===== src/rtl/regfile_wb_arbiter_pkg.sv =====
// Shared types and widths for the register-file writeback arbiter.
// Contents: REG_ADDR_W/REG_DATA_W/REG_NUM, the wb_req_t writeback payload,
// and a helper that turns a register address into a one-hot mask.
package regfile_wb_arbiter_pkg;

   localparam int unsigned REG_ADDR_W = 5;
   localparam int unsigned REG_DATA_W = 32;
   localparam int unsigned REG_NUM    = 32;

   // Writeback payload carried by both ports and stored in the port-1 FIFO
   typedef struct packed {
      logic [REG_ADDR_W-1:0] addr;
      logic [REG_DATA_W-1:0] data;
   } wb_req_t;

   localparam int unsigned WB_REQ_W = $bits(wb_req_t);

   // One-hot register mask for a destination address
   function automatic logic [REG_NUM-1:0] reg_onehot(input logic [REG_ADDR_W-1:0] addr);
      reg_onehot = REG_NUM'(1) << addr;
   endfunction

endpackage


===== src/rtl/regfile_wb_arbiter_if.sv =====
// Bus bundle for the writeback arbiter.
// Port 0 request (p0_valid/p0_ready/p0_addr/p0_data), port 1 request
// (p1_valid/p1_ready/p1_addr/p1_data), register-file write port
// (w_ena/w_addr/w_data) and hazard status (busy_mask/fifo_count).
// slave: the arbiter side; master: the pipeline/regfile side.
interface regfile_wb_arbiter_if
   import regfile_wb_arbiter_pkg::*;
#(
   parameter int unsigned P1_DEPTH = 2
);

   localparam int unsigned CNT_W = $clog2(P1_DEPTH) + 1;

   logic                  p0_valid;
   logic                  p0_ready;
   logic [REG_ADDR_W-1:0] p0_addr;
   logic [REG_DATA_W-1:0] p0_data;

   logic                  p1_valid;
   logic                  p1_ready;
   logic [REG_ADDR_W-1:0] p1_addr;
   logic [REG_DATA_W-1:0] p1_data;

   logic                  w_ena;
   logic [REG_ADDR_W-1:0] w_addr;
   logic [REG_DATA_W-1:0] w_data;

   logic [REG_NUM-1:0]    busy_mask;
   logic [CNT_W-1:0]      fifo_count;

   modport slave (
      input  p0_valid, p0_addr, p0_data,
      input  p1_valid, p1_addr, p1_data,
      output p0_ready, p1_ready,
      output w_ena, w_addr, w_data,
      output busy_mask, fifo_count
   );

   modport master (
      output p0_valid, p0_addr, p0_data,
      output p1_valid, p1_addr, p1_data,
      input  p0_ready, p1_ready,
      input  w_ena, w_addr, w_data,
      input  busy_mask, fifo_count
   );

endinterface


===== src/rtl/regfile_wb_arbiter_wb_sync_fifo.sv =====
// Synchronous circular-buffer FIFO for buffered writeback requests.
// Ports: clk, rst (sync, active-high); push/wr_data in; pop in, rd_data out
// (head entry); full/empty/count status; entry_valid/entries expose every
// slot so the parent can derive hazard information from pending entries.
// Pushes while full and pops while empty are ignored.
module regfile_wb_arbiter_wb_sync_fifo #(
   parameter  int unsigned DEPTH = 2,
   parameter  int unsigned W     = 8,
   localparam int unsigned PTR_W = $clog2(DEPTH),
   localparam int unsigned CNT_W = $clog2(DEPTH) + 1
) (
   input  logic                      clk,
   input  logic                      rst,
   input  logic                      push,
   input  logic [W-1:0]              wr_data,
   input  logic                      pop,
   output logic [W-1:0]              rd_data,
   output logic                      full,
   output logic                      empty,
   output logic [CNT_W-1:0]          count,
   output logic [DEPTH-1:0]          entry_valid,
   output logic [DEPTH-1:0][W-1:0]   entries
);

   logic [DEPTH-1:0][W-1:0] mem;
   logic [PTR_W-1:0]        wr_ptr;
   logic [PTR_W-1:0]        rd_ptr;
   logic                    do_push;
   logic                    do_pop;

   assign full    = (count == CNT_W'(DEPTH));
   assign empty   = (count == '0);
   assign do_push = push && !full;
   assign do_pop  = pop && !empty;
   assign rd_data = mem[rd_ptr];
   assign entries = mem;

   // Storage: no reset needed, validity is tracked separately
   always_ff @(posedge clk) begin
      if (do_push) begin
         mem[wr_ptr] <= wr_data;
      end
   end

   // Pointers wrap naturally since DEPTH is a power of two
   always_ff @(posedge clk) begin
      if (rst) begin
         wr_ptr      <= '0;
         rd_ptr      <= '0;
         count       <= '0;
         entry_valid <= '0;
      end else begin
         if (do_push) begin
            wr_ptr              <= wr_ptr + PTR_W'(1);
            entry_valid[wr_ptr] <= 1'b1;
         end
         if (do_pop) begin
            rd_ptr              <= rd_ptr + PTR_W'(1);
            entry_valid[rd_ptr] <= 1'b0;
         end
         count <= count + CNT_W'(do_push) - CNT_W'(do_pop);
      end
   end

endmodule


===== src/rtl/regfile_wb_arbiter.sv =====
// Shares the register file's single write port between the in-order pipeline
// writeback (port 0, priority) and a long-latency unit (port 1, buffered in a
// FIFO and drained when port 0 is idle). Publishes busy_mask of registers with
// writes still pending in the FIFO.
// Ports: clk, rst (sync, active-high), bus (regfile_wb_arbiter_if.slave).
// Optional: define REGFILE_WB_STARVE_GUARD_EN to throttle port 0 for one cycle
// after the FIFO head has been blocked STARVE_LIMIT consecutive cycles.
module regfile_wb_arbiter
   import regfile_wb_arbiter_pkg::*;
#(
   parameter int unsigned P1_DEPTH     = 2,
   parameter int unsigned STARVE_LIMIT = 4
) (
   input  logic                 clk,
   input  logic                 rst,
   regfile_wb_arbiter_if.slave  bus
);

   localparam int unsigned CNT_W = $clog2(P1_DEPTH) + 1;

   if (P1_DEPTH < 2 || (P1_DEPTH & (P1_DEPTH - 1)) != 0 || STARVE_LIMIT < 1) begin : g_param_check
      $error("regfile_wb_arbiter: P1_DEPTH must be a power of two >= 2 and STARVE_LIMIT >= 1");
   end

   wb_req_t                          p1_req;
   wb_req_t                          head;
   wb_req_t                          slot;
   logic                             slot_valid;
   logic                             full;
   logic                             empty;
   logic                             p0_fire;
   logic                             push;
   logic                             pop;
   logic                             throttle;
   logic [CNT_W-1:0]                 count;
   logic [P1_DEPTH-1:0]              entry_valid;
   logic [P1_DEPTH-1:0][WB_REQ_W-1:0] entries;
   logic [REG_NUM-1:0]               busy;

   logic                             w_ena_q;
   logic [REG_ADDR_W-1:0]            w_addr_q;
   logic [REG_DATA_W-1:0]            w_data_q;

`ifdef REGFILE_WB_STARVE_GUARD_EN
   localparam int unsigned STARVE_W = $clog2(STARVE_LIMIT + 1);
   logic [STARVE_W-1:0] starve_cnt;

   // Counts consecutive cycles the FIFO head waited; a throttle cycle always pops
   always_ff @(posedge clk) begin
      if (rst || pop || empty) begin
         starve_cnt <= '0;
      end else begin
         starve_cnt <= starve_cnt + STARVE_W'(1);
      end
   end

   assign throttle = (starve_cnt == STARVE_W'(STARVE_LIMIT));
`else
   assign throttle = 1'b0;
`endif

   assign bus.p0_ready = !rst && !throttle;
   assign bus.p1_ready = !rst && !full;

   assign p0_fire = bus.p0_valid && bus.p0_ready;
   assign push    = bus.p1_valid && bus.p1_ready;
   // Empty is registered, so a freshly pushed entry cannot drain the same cycle
   assign pop     = !rst && !p0_fire && !empty;

   assign p1_req = '{addr: bus.p1_addr, data: bus.p1_data};

   regfile_wb_arbiter_wb_sync_fifo #(
      .DEPTH (P1_DEPTH),
      .W     (WB_REQ_W)
   ) u_fifo (
      .clk         (clk),
      .rst         (rst),
      .push        (push),
      .wr_data     (p1_req),
      .pop         (pop),
      .rd_data     (head),
      .full        (full),
      .empty       (empty),
      .count       (count),
      .entry_valid (entry_valid),
      .entries     (entries)
   );

   // Write-port grant: port 0 first, then the FIFO head
   always_comb begin
      slot_valid = 1'b0;
      slot       = '0;
      if (p0_fire) begin
         slot_valid = 1'b1;
         slot       = '{addr: bus.p0_addr, data: bus.p0_data};
      end else if (pop) begin
         slot_valid = 1'b1;
         slot       = head;
      end
   end

   // Registered write port; r0 slots are consumed without a write
   always_ff @(posedge clk) begin
      if (rst) begin
         w_ena_q  <= 1'b0;
         w_addr_q <= '0;
         w_data_q <= '0;
      end else begin
         w_ena_q <= slot_valid && (slot.addr != '0);
         if (slot_valid && (slot.addr != '0)) begin
            w_addr_q <= slot.addr;
            w_data_q <= slot.data;
         end
      end
   end

   // Pending-write hazard mask over all valid FIFO entries
   always_comb begin
      wb_req_t ent;
      busy = '0;
      ent  = '0;
      for (int unsigned i = 0; i < P1_DEPTH; i++) begin
         ent = entries[i];
         if (entry_valid[i]) begin
            busy = busy | reg_onehot(ent.addr);
         end
      end
      busy[0] = 1'b0;
   end

   assign bus.w_ena      = w_ena_q;
   assign bus.w_addr     = w_addr_q;
   assign bus.w_data     = w_data_q;
   assign bus.busy_mask  = busy;
   assign bus.fifo_count = count;

endmodule

===== src/flat_wrapper.sv =====
// flat-port wrapper written by rule: the top's interface ports become plain ports
module regfile_wb_arbiter_flat import regfile_wb_arbiter_pkg::*;
#(
   parameter int unsigned P1_DEPTH     = 2,
   parameter int unsigned STARVE_LIMIT = 4
)
  (clk, rst, bus_p0_valid, bus_p0_addr, bus_p0_data, bus_p1_valid, bus_p1_addr, bus_p1_data, bus_p0_ready, bus_p1_ready, bus_w_ena, bus_w_addr, bus_w_data, bus_busy_mask, bus_fifo_count);
  regfile_wb_arbiter_if #(.P1_DEPTH(P1_DEPTH)) bus_i ();
  input  logic clk;
  input  logic rst;
  input wire logic [$bits(bus_i.p0_valid)-1:0] bus_p0_valid;
  input wire logic [$bits(bus_i.p0_addr)-1:0] bus_p0_addr;
  input wire logic [$bits(bus_i.p0_data)-1:0] bus_p0_data;
  input wire logic [$bits(bus_i.p1_valid)-1:0] bus_p1_valid;
  input wire logic [$bits(bus_i.p1_addr)-1:0] bus_p1_addr;
  input wire logic [$bits(bus_i.p1_data)-1:0] bus_p1_data;
  output wire logic [$bits(bus_i.p0_ready)-1:0] bus_p0_ready;
  output wire logic [$bits(bus_i.p1_ready)-1:0] bus_p1_ready;
  output wire logic [$bits(bus_i.w_ena)-1:0] bus_w_ena;
  output wire logic [$bits(bus_i.w_addr)-1:0] bus_w_addr;
  output wire logic [$bits(bus_i.w_data)-1:0] bus_w_data;
  output wire logic [$bits(bus_i.busy_mask)-1:0] bus_busy_mask;
  output wire logic [$bits(bus_i.fifo_count)-1:0] bus_fifo_count;
  assign bus_i.p0_valid = bus_p0_valid;
  assign bus_i.p0_addr = bus_p0_addr;
  assign bus_i.p0_data = bus_p0_data;
  assign bus_i.p1_valid = bus_p1_valid;
  assign bus_i.p1_addr = bus_p1_addr;
  assign bus_i.p1_data = bus_p1_data;
  assign bus_p0_ready = bus_i.p0_ready;
  assign bus_p1_ready = bus_i.p1_ready;
  assign bus_w_ena = bus_i.w_ena;
  assign bus_w_addr = bus_i.w_addr;
  assign bus_w_data = bus_i.w_data;
  assign bus_busy_mask = bus_i.busy_mask;
  assign bus_fifo_count = bus_i.fifo_count;
  regfile_wb_arbiter #(.P1_DEPTH(P1_DEPTH), .STARVE_LIMIT(STARVE_LIMIT)) u_core (.clk(clk), .rst(rst), .bus(bus_i));
endmodule

===== config.mk =====
export PLATFORM = sky130hd
export DESIGN_NAME = regfile_wb_arbiter_flat
export DESIGN_NICKNAME = d
export VERILOG_FILES = /design/src/rtl/regfile_wb_arbiter_pkg.sv /design/src/rtl/regfile_wb_arbiter_if.sv /design/src/rtl/regfile_wb_arbiter_wb_sync_fifo.sv /design/src/rtl/regfile_wb_arbiter.sv /design/src/flat_wrapper.sv
export SDC_FILE = /design/constraint.sdc
export NUM_CORES = 1
export LEC_CHECK = 0
export BUFFER_PORTS_ARGS = -buffer_cell sky130_fd_sc_hd__buf_2
export CORE_AREA = 8 8 126 128
export DETAILED_ROUTE_END_ITERATION = 8
export DIE_AREA = 0 0 134 136
export PLACE_DENSITY = 0.59
export SYNTH_ARGS = -nofsm -noshare
export SYNTH_HDL_FRONTEND = slang
export SYNTH_SLANG_ARGS = --single-unit

===== constraint.sdc =====
create_clock -name clk -period 18 [get_ports clk]
set_input_delay 3.6 -clock clk [delete_from_list [all_inputs] [get_ports clk]]
set_output_delay 3.6 -clock clk [all_outputs]
set_load 0.05 [all_outputs]

# Yosys cells after proc, flatten, opt, wreduce, memory -nomap -nowiden
# Cells that the tools add are included.
[totals] reg_bits=118 in_bits=78 elab_cells=58
[classes] addsub=4 order_cmp=4 eq_ne=1 shift=2 mux=18 bitwise=4 n_reduce_logical=16
[op_table] cell="37-bit two-way mux" n=5
[op_table] cell="74-bit bitwise mux" n=1
[op_table] cell="32-bit two-way mux" n=2
[op_table] cell="1-bit by 5-bit << shifter with 32-bit output, first input constant" n=2
[op_table] cell="37-bit demux with 1-bit select" n=1
[op_table] cell="32-bit OR" n=1
[op_table] cell="1-bit logical AND" n=10
[op_table] cell="2-bit two-way mux" n=3
[op_table] cell="5-bit nonzero test" n=1
[op_table] cell="1-bit zero test" n=4
[op_table] cell="1-bit by 2-bit less-than comparator with 1-bit output, second input constant" n=2
[op_table] cell="1-bit two-way mux" n=4
[op_table] cell="1-bit adder, second input constant" n=2
[op_table] cell="2-bit by 1-bit adder with 2-bit output" n=1
[op_table] cell="2-bit AND" n=1
[op_table] cell="1-bit demux with 1-bit select" n=2
[op_table] cell="2-bit == test, second input constant" n=1
[op_table] cell="1-bit >= comparator, second input constant" n=2
[op_table] cell="2-bit zero test" n=1
[op_table] cell="2-bit NOT" n=1
[op_table] cell="2-bit OR" n=1
[op_table] cell="2-bit by 1-bit subtractor with 2-bit output" n=1

# Depth between registers and ports, before layout
# Gate-level depths: netlist of the first run.
[logic_depth] ltp_word=9 depth_mapped=10 depth_no_buf=9

# By module
# Synthesis of the first run repeated with hierarchy kept, for this count alone.
[unflattened] cells_unflattened=403 hier_area_um2=5111.2
[by_module_without_submodules] module="regfile_wb_arbiter_wb_sync_fifo" n_inst=1 cells_each=147 area_per_inst_um2=2950.3 seq_area_each_um2=2342.2
[by_module_without_submodules] module="regfile_wb_arbiter" n_inst=1 cells_each=256 area_per_inst_um2=2160.8 seq_area_each_um2=760.7

# Worst setup path after synthesis of the first run
# No wires, ideal clock.
[synth_timing] path_kind="input port to flip-flop" start="input rst" end="register u_core.u_fifo.mem, in the netlist u_core.u_fifo.entries[0], enable pin" arrival_ns=7.709 setup_slack_ns=9.751 path_stages=2 path_cell_list="buf_6 > nor4b_1"
[synth_between] elab_chain_len=4
[synth_rtl] item="from (decl)" line_no="flat_wrapper.sv:10" text="input logic rst;"
[synth_rtl] item="1-bit zero test" line_no="regfile_wb_arbiter.sv:63" text="assign bus.p1_ready = !rst && !full;"
[synth_rtl] item="1-bit logical AND" line_no="regfile_wb_arbiter.sv:63"
[synth_rtl] item="1-bit logical AND" line_no="regfile_wb_arbiter.sv:66" text="assign push = bus.p1_valid && bus.p1_ready;"
[synth_rtl] item="1-bit logical AND" line_no="regfile_wb_arbiter_wb_sync_fifo.sv:33" text="assign do_push = push && !full;"
[synth_rtl] item="to (signal, indexed assignment)" line_no="regfile_wb_arbiter_wb_sync_fifo.sv:41" text="mem[wr_ptr] <= wr_data;"
[synth_rtl] item="to (decl)" line_no="regfile_wb_arbiter_wb_sync_fifo.sv:25" text="logic [DEPTH-1:0][W-1:0] mem;"
# Every way passes these cells.
# A chain may end at the register's enable or synchronous reset.

# Worst setup path after layout of the first run
[layout_timing] start="input rst" end="output bus_p0_ready"
[layout_between] elab_chain_len=1
[layout_rtl] item="1-bit zero test" line_no="regfile_wb_arbiter.sv:62" text="assign bus.p0_ready = !rst && !throttle;"
[layout_rtl] item="to (decl)" line_no="flat_wrapper.sv:17" text="output wire logic [$bits(bus_i.p0_ready)-1:0] bus_p0_ready;"
# Every way passes these cells.

==> results of run 1 <==
## critical path, delay by kind of cell
kind                   cells  cell delay [ps]
buffers and inverters      3              640
## power by group
group	internal [mW]	leakage [nW]	total, mW	switching [mW]
clock	0.217	0.283	0.324	0.106
sequential	0.307	1.04	0.318	0.0119
combinational	0.0372	1.40	0.121	0.0837
total	0.561	2.72	0.763	0.202
## Yosys cell counts (all sizes together) (4+ instances only)
| cell type | count | area [sq um] |
|---|---|---|
| a22oi | 5 | 37.5 |
| buf | 12 | 98.8 |
| clkbuf | 22 | 82.6 |
| dfxtp | 44 | 881 |
| edfxtp | 74 | 2220 |
| mux2 | 4 | 45.0 |
| mux2i | 65 | 651 |
| nand2 | 105 | 394 |
| nand3 | 6 | 30.0 |
| nand3b | 6 | 45.0 |
| nor2 | 9 | 36.3 |
| nor2b | 5 | 31.3 |
| o22ai | 35 | 219 |
| o31ai | 32 | 240 |
## cells by family after synthesis
logic type               synth area share, %
AO/OA/AOI/OAI                           10.7
XOR/XNOR                               0.662
adder cells (fa/ha/maj)                0.473
buffers and inverters                   3.71
flip-flops                              58.6
multiplexers                            13.1
other                                 0.0708
AND/OR/NAND/NOR                         12.6
## registers in the layout (all words and copies together) (netlist names)
signal,flops
u_core.u_fifo.entries,74
u_core.bus.w_data,32
u_core.bus.w_addr,5
u_core.u_fifo.count,2
u_core.u_fifo.entry_valid,2
u_core.bus.w_ena,1
u_core.u_fifo.rd_ptr,1
u_core.u_fifo.wr_ptr,1
## routing by layer
layer,GRT usage [%],wire length [um]
met5,0,12
met4,6.30,168
met3,5.47,812
met2,25.7,6970
met1,17.7,5880
## placed cells by master (no fill, tap or decap), types with 2 or more instances in the layout
| master | n |
|---|---|
| nand2b_1 | 3 |
| mux2i_1 | 65 |
| a22oi_1 | 5 |
| nand2_1 | 105 |
| nor2b_1 | 5 |
| nor2_1 | 7 |
| xnor2_1 | 3 |
| edfxtp_1 | 74 |
| nand3_1 | 6 |
| or3b_2 | 3 |
| inv_2 | 2 |
| mux2_2 | 4 |
| buf_2 | 150 |
| clkbuf_16 | 17 |
| o31ai_1 | 32 |
| dfxtp_1 | 43 |
| clkinv_2 | 2 |
| o22ai_1 | 35 |
| ha_1 | 2 |
| or3_1 | 2 |
| nand3b_1 | 6 |
| inv_1 | 2 |
| nor3_1 | 3 |
| or2_2 | 2 |
| bufinv_16 | 2 |
| buf_4 | 4 |
| clkbuf_8 | 4 |
| clkbuf_1 | 6 |
## final cells by class
| type | count | area [sq um] |
|---|---|---|
| repair buffers | 154 | 781 |
| clock buffers | 27 | 503 |
| clock inverters | 5 | 73.8 |
| well taps | 184 | 230 |
| inverters | 4 | 15.0 |
| multi-input cells | 306 | 2010 |
| fillers | 1344 | 7320 |
| flip-flops and latches | 118 | 3100 |
## path summary, 6_finish.rpt
kind | end | slack, ps | startpoint | cells past startpoint
setup / recovery | bus_p0_ready | 10160 | rst | 3
hold / removal | u_core.bus.w_data[4] | 460 | u_core.bus.w_data[4] | 2
setup reg to reg | u_core.u_fifo.count[1] | 15580 | u_core.u_fifo.count[1] | 8
hold reg to reg | u_core.bus.w_data[4] | 460 | u_core.bus.w_data[4] | 2
## per-stage QoR
stage          utilization [%]  area [sq um]  power [mW]  hold WS (ps)
2_1_floorplan                -          5300       0.412           508
3_3_place_gp              43.7          6140       0.443           445
3_5_place_dp              43.7          6140       0.446           450
4_1_cts                   47.9          6720       0.775           460
5_1_grt                   47.9          6720       0.797           479
6_report                  47.9          6720       0.763           456
==> impl_metrics.tcl, run 1 <==
set metrics [dict create \
    period_share_pct 43.6 \
    worstMarginPinSlew_ps 1020 \
    vias 4071 \
    synth_area_sq_um 5300 \
    cts_buffers 17 \
    crit_path_frequent_cell "buf_2" \
    fp-row-count 44 \
    drcViolationCount 0 \
    synth_nets 542 \
    post_cts_buffers 0 \
    maxSlewHeadroom_pct 31.9 \
    grt_pass1_vias 4149 \
    cp_slowest_cell "buf_2" \
    grt-ovfl-total 0 \
    cts_root_buf "clkbuf_16" \
    fin_cells 798 \
    ctsResizeCount 0 \
    drv_slew 0 \
    path_cells "buf_2 -> inv_2 -> buf_2" \
    cts_tree "done" \
    ys_warn_count 0 \
    setup_tns_ps 0 \
    io-pin-count 152 \
    outcome "complete, no violations" \
    routabilityCongestion 0.800 \
    synthCells 462 \
    crit_path_max_fanout 18 \
    cp-start-kind "input port" \
    dr.pass1.iters 5 \
    final-setup-viol-count 0 \
    antenna-diode-count 0 \
    ys_seq_area_share_pct 58.6 \
    drt_iter0_drc 240 \
    holdCritPathClass "reg2reg" \
    cpPeakStageDelay_ps 310 \
    synth_edf_count 74 \
    dp_hpwl_mm 9.30 \
    wl_mm 13.8 \
    wl_per_cell_um 17.3 \
    peakVddDrop_v 0.0000702 \
    ys_seq_elements 118 \
    maxCapViolCount 0 \
    antenna_left 0 \
    nets 681 \
    hold_buffers 0 \
    drive_above_1_share_pct 32.2 \
    clk_pin_slew_worst_paths_ps 50 \
    cp.arrival_ps 4240 \
    p_leak_nw 2.72 \
    htree_levels 4 \
    viasPerCell 5.10 \
    synth.distinct_cells 44 \
    dp_slack_ps 10160 \
    required_ps 14400 \
    area_growth_pct 26.9 \
    min_period_ps 7840 \
    initial_core_util_pct 37.7 \
    path_class "in2out" \
    grtUsageTotal_pct 15.4 \
    dieWidth_um 134 \
    core-area_sq_um 14000 \
    fmax_mhz 128 \
    ys.flop_type "edfxtp_1" \
    clock_path_buffers 2 \
    cts_sinks 118 \
    grt_max_degree 69 \
    portBuffers 150 \
    async_reset_ff_share_pct 0 \
    hold_violations 0 \
    rsz0062_at_grt "no" \
    finalClockSkew_ps 16.5 \
    worst_slack_ps 10160 \
    grt_pass1_wl_mm 21.8 \
    synth_area_per_cell_sq_um 11.5 \
    die-area_sq_um 18200 \
    clk_latency_ps 410 \
    p_per_area_nw_per_um2 114 \
    antenna_found_initial 1 \
    end_kind "primary output" \
    die_h_um 136 \
    place_inst 766 \
]
(Power assumes the default switching activity.)
==> run 2, diff against run 1 <==
==> constraint.sdc (replaced) <==
create_clock -name clk -period 7.9 [get_ports clk]
set_input_delay 1.58 -clock clk [delete_from_list [all_inputs] [get_ports clk]]
set_output_delay 1.58 -clock clk [all_outputs]
set_load 0.05 [all_outputs]
==> impl_metrics.tcl, run 2 (same netlist as run 1, synthesis figures left out) <==
set metrics [dict create \
    critical_path.top_delay_family "buffers and inverters" \
    drt_iter0_drc 271 \
    cpPeakStageDelay_ps 510 \
    drive_above_1_share_pct 32.6 \
    antenna_left 0 \
    worst_slack_ps 3540 \
    wl_per_cell_um 17.1 \
    holdWs_ps 455 \
    final_common_cell "buf_2" \
    p_leak_nw 2.71 \
    crit_path_max_fanout 69 \
    dieWidth_um 134 \
    ctsResizeCount 0 \
    maxSlewHeadroom_pct 33.5 \
    maxCapViolCount 0 \
    required_ps 6320 \
    hold_violations 0 \
    path_cells "buf_2 -> inv_2 -> buf_4 -> buf_2" \
    drv_slew 0 \
    die_h_um 136 \
    grtUsageTotal_pct 15.2 \
    grt_pass1_vias 4078 \
    grt_most_used_layer "met2" \
    setup_tns_ps 0 \
    grt_max_degree 70 \
    cts_root_buf "clkbuf_16" \
    p_per_area_nw_per_um2 254 \
    cp_slowest_cell "buf_4" \
    period_share_pct 55.2 \
    initial_core_util_pct 37.7 \
    post_cts_buffers 0 \
    outcome "complete, no violations" \
    drcViolationCount 0 \
    min_period_ps 4360 \
    cts_sinks 118 \
    portBuffers 150 \
    grtUsageMet3_pct 5.51 \
    rsz0062_at_grt "no" \
    path_class "in2out" \
    fmax_mhz 229 \
    dp_hpwl_mm 9.37 \
    area_growth_pct 26.5 \
    holdCritPathClass "reg2reg" \
    worst-path-buf-inv 4 \
    wl_mm 13.6 \
    cp-start-kind "input port" \
    vias 4043 \
    htree_levels 4 \
    clock_path_buffers 2 \
    end_kind "primary output" \
    cts_tree "done" \
    gr-usage-met2_pct 25.9 \
    clk_latency_ps 410 \
    routabilityCongestion 0.798 \
    fp-row-count 44 \
    grt_pass1_wl_mm 21.3 \
    antenna_found_initial 2 \
    antenna-diode-count 0 \
    worstMarginPinSlew_ps 998 \
    final-setup-viol-count 0 \
    hold_buffers 0 \
    finalPower_mw 1.70 \
    die-area_sq_um 18200 \
    met1_usage_pct 17.3 \
    core-area_sq_um 14000 \
    final_cell_mix "buf_2, nand2_1, edfxtp_1, mux2i_1, dfxtp_1" \
    grt-ovfl-total 0 \
    peakVddDrop_v 0.000172 \
    nets 681 \
    cp.arrival_ps 2780 \
    cts_buffers 17 \
    dp_slack_ps 3530 \
    clk_pin_slew_worst_paths_ps 50 \
    crit_path_frequent_cell "buf_2" \
    io-pin-count 152 \
    viasPerCell 5.07 \
    largest_register_ffs 74 \
    dr.pass1.iters 4 \
    finalClockSkew_ps 9.50 \
]
run 2: cell count changes in the layout (fill, tap and decap cells not counted):
cell and change:
clkbuf_1 -1, clkinv_2 +1, bufinv_16 -2, clkbuf_8 +3
clkinv_1 -1
run 2: worst paths after layout:
path | startpoint | to | slack (ps) | cells past startpoint
max | rst | bus_p0_ready | 3540 | 4
min reg2reg | u_core.bus.w_data[6] | u_core.bus.w_data[6] | 460 | 2
min | u_core.bus.w_data[6] | u_core.bus.w_data[6] | 460 | 2
max reg2reg | u_core.u_fifo.count[1] | u_core.u_fifo.count[1] | 5510 | 8
run 2: final cells by class:
cell class	count	area, sq um
clock buffers	29	541
clock inverters	3	15.0
fillers	1284	7340
inverters	4	15.0
multi-input cells	306	2010
flip-flops and latches	118	3100
well taps	184	230
repair buffers	154	781
run 2: where the power goes:
part           switching (mW)  internal, mW  leakage (nW)  total (mW)
logic                   0.188        0.0846          1.40       0.273
clock network           0.244         0.457         0.277       0.701
registers              0.0283         0.699          1.04       0.727
run 2: worst min-delay path: cells and delay by family, from the launching register on:
family | cells | cell delay [ps]
flops | 1 | 300
simple gates | 1 | 50
mux | 1 | 60
run 2: per-layer routing:
layer | up-vias | part of all wire, % | routed length [um]
li1 | 1986 | - | -
met1 | 1921 | 42 | 5800
met2 | 119 | 51 | 6920
met3 | 13 | 5.6 | 765
met4 | 4 | 1.0 | 138
met5 | - | 0.19 | 26
run 2: stage by stage:
step                std cells  instance area (sq um)  utilization (%)
floorplan                 462                   5300                -
global placement          766                   6140             43.7
detailed placement        766                   6140             43.7
CTS                       798                   6700             47.7
global route              798                   6700             47.7
finish                    798                   6700             47.7
==> run 3, diff against run 2 <==
--- a/config.mk
+++ b/config.mk
@@ -5,10 +5,11 @@
 export SDC_FILE = /design/constraint.sdc
 export NUM_CORES = 1
 export LEC_CHECK = 0
+export ABC_AREA = 1
 export BUFFER_PORTS_ARGS = -buffer_cell sky130_fd_sc_hd__buf_2
-export CORE_AREA = 8 8 126 128
+export CORE_AREA = 8 8 128 130
 export DETAILED_ROUTE_END_ITERATION = 8
-export DIE_AREA = 0 0 134 136
+export DIE_AREA = 0 0 136 138
 export PLACE_DENSITY = 0.59
 export SYNTH_ARGS = -nofsm -noshare
 export SYNTH_HDL_FRONTEND = slang
==> constraint.sdc (replaced) <==
create_clock -name clk -period 4.4 [get_ports clk]
set_input_delay 0.88 -clock clk [delete_from_list [all_inputs] [get_ports clk]]
set_output_delay 0.88 -clock clk [all_outputs]
set_load 0.05 [all_outputs]
==> impl_metrics.tcl, run 3 <==
set metrics [dict create \
    outcome "complete, no violations" \
    maxCapViolCount 0 \
    drcViolationCount 0 \
    dp_hpwl_mm 10.5 \
    final_cell_mix "nand2_1, buf_2, nor2_1, edfxtp_1, inv_1" \
    grtUsageMet3_pct 4.35 \
    async_reset_ff_share_pct 0 \
    initial_core_util_pct 38.5 \
    gr-usage-met2_pct 27.5 \
    setup_tns_ps 0 \
    worstMarginPinSlew_ps 916 \
    final-setup-viol-count 0 \
    ys_seq_elements 118 \
    crit_path_max_fanout 8 \
    dr.pass1.iters 4 \
    clock_path_buffers 2 \
    cts_sinks 118 \
    end_kind "primary output" \
    ctsResizeCount 0 \
    grt_pass1_vias 4914 \
    cts_buffers 17 \
    cts_root_buf "clkbuf_16" \
    synthCells 654 \
    met1_usage_pct 19.5 \
    drt_iter0_drc 295 \
    fp-row-count 44 \
    grt_pass1_wl_mm 24.7 \
    area_growth_pct 26.7 \
    cp-start-kind "register" \
    yosys.area.top_type_share_pct 40.4 \
    wl_mm 15.4 \
    clk_latency_ps 410 \
    hold_violations 0 \
    viasPerCell 4.88 \
    synth.area.top_cells "edfxtp_1, dfxtp_1, nand2_1" \
    synth_common_cells "nand2_1, nor2_1, edfxtp_1" \
    nets 872 \
    p_leak_nw 3.12 \
    yosysTopAreaCell "edfxtp_1" \
    hold_buffers 0 \
    routabilityCongestion 0.849 \
    grtUsageTotal_pct 16.6 \
    drive_above_1_share_pct 25.1 \
    cts_tree "done" \
    synth_area_sq_um 5510 \
    htree_levels 4 \
    vias 4825 \
    core-area_sq_um 14300 \
    maxSlewHeadroom_pct 38.9 \
    cp.arrival_ps 2260 \
    grt-ovfl-total 0 \
    finalPower_mw 3.45 \
    ys_seq_area_share_pct 56.4 \
    place_inst 957 \
    synth_area_per_cell_sq_um 8.42 \
    wl_per_cell_um 15.6 \
    drv_slew 0 \
    antenna_left 0 \
    antenna_found_initial 0 \
    io-pin-count 152 \
    synthMostInstantiatedCell "nand2_1" \
    period_share_pct 71.3 \
    ys.flop_type "edfxtp_1" \
    ys_warn_count 0 \
    grt_max_degree 45 \
    peakVddDrop_v 0.000320 \
    fin_cells 989 \
    rrSetupSlack_ps 2080 \
    p_per_area_nw_per_um2 495 \
    portBuffers 150 \
    clk_pin_slew_worst_paths_ps 50 \
    grt_most_used_layer "met2" \
    post_cts_buffers 0 \
    antenna-diode-count 0 \
    holdCritPathClass "reg2reg" \
    dieWidth_um 136 \
    largest_register_ffs 74 \
    finalClockSkew_ps 5.50 \
    die_h_um 138 \
    required_ps 3520 \
    final_common_cell "nand2_1" \
    rsz0062_at_grt "no" \
    path_class "reg2out" \
    min_period_ps 3140 \
    synth_nets 734 \
    synth.distinct_cells 30 \
    synth_edf_count 74 \
    fmax_mhz 319 \
    die-area_sq_um 18800 \
]
-- run 3: path summary, 6_finish.rpt --
check,depth (start not counted),start,to
setup reg to reg,5,u_core.u_fifo.count[0],u_core.u_fifo.entries[6]
setup / recovery,6,u_core.u_fifo.entries[36],bus_busy_mask[2]
hold reg to reg,2,u_core.u_fifo.entry_valid[1],u_core.u_fifo.entry_valid[1]
hold / removal,2,u_core.u_fifo.entry_valid[1],u_core.u_fifo.entry_valid[1]
-- run 3: critical path, cell delays in order (launching register included) --
cell	delay [ps]
edfxtp_1	420
nor2_1	430
inv_1	110
nor2_1	410
nand2_1	110
o21ai_0	90
buf_2	290
-- run 3: cell type report --
class	instances	area (sq um)
inverter	60	225
clock buffer	22	474
sequential	118	3100
tap	184	230
clock inverter	10	150
timing repair buffer	153	773
fill	1395	7340
multi-input combinational	442	2020
-- run 3: where the power goes --
part	internal, mW	switching [mW]	leakage, nW
logic	0.173	0.501	1.77
registers	1.27	0.0525	1.04
clock network	0.984	0.466	0.305
total	2.43	1.02	3.12
-- run 3: kinds of logic after synthesis --
group                    after synthesis  share of synthesized area, %
AND/OR/NAND/NOR                      394                          31.4
flip-flops                           118                          56.4
buffers and inverters                 94                          7.36
AO/OA/AOI/OAI                         44                          4.18
adder cells (fa/ha/maj)                2                         0.454
XOR/XNOR                               1                         0.159
other                                  1                        0.0681
-- run 3: stage by stage --
step / util, % / cell area (sq um) / setup WS [ps] / hold WS (ps)
after floorplan: - / 5510 / 399 / 435
after global placement: 44.4 / 6350 / 1290 / 465
after detailed placement: 44.4 / 6350 / 1200 / 474
after CTS: 48.7 / 6970 / 1260 / 483
after global routing: 48.7 / 6970 / 964 / 492
final: 48.7 / 6970 / 1260 / 474
-- run 3: layer usage --
metal  vias up  routed length [um]  part of all wire, %
li1       2435                   -                    -
met1      2197                6680                   43
met2       167                7460                   48
met3        26                 897                  5.8
met4         0                 350                  2.3
met5         -                   0                    0
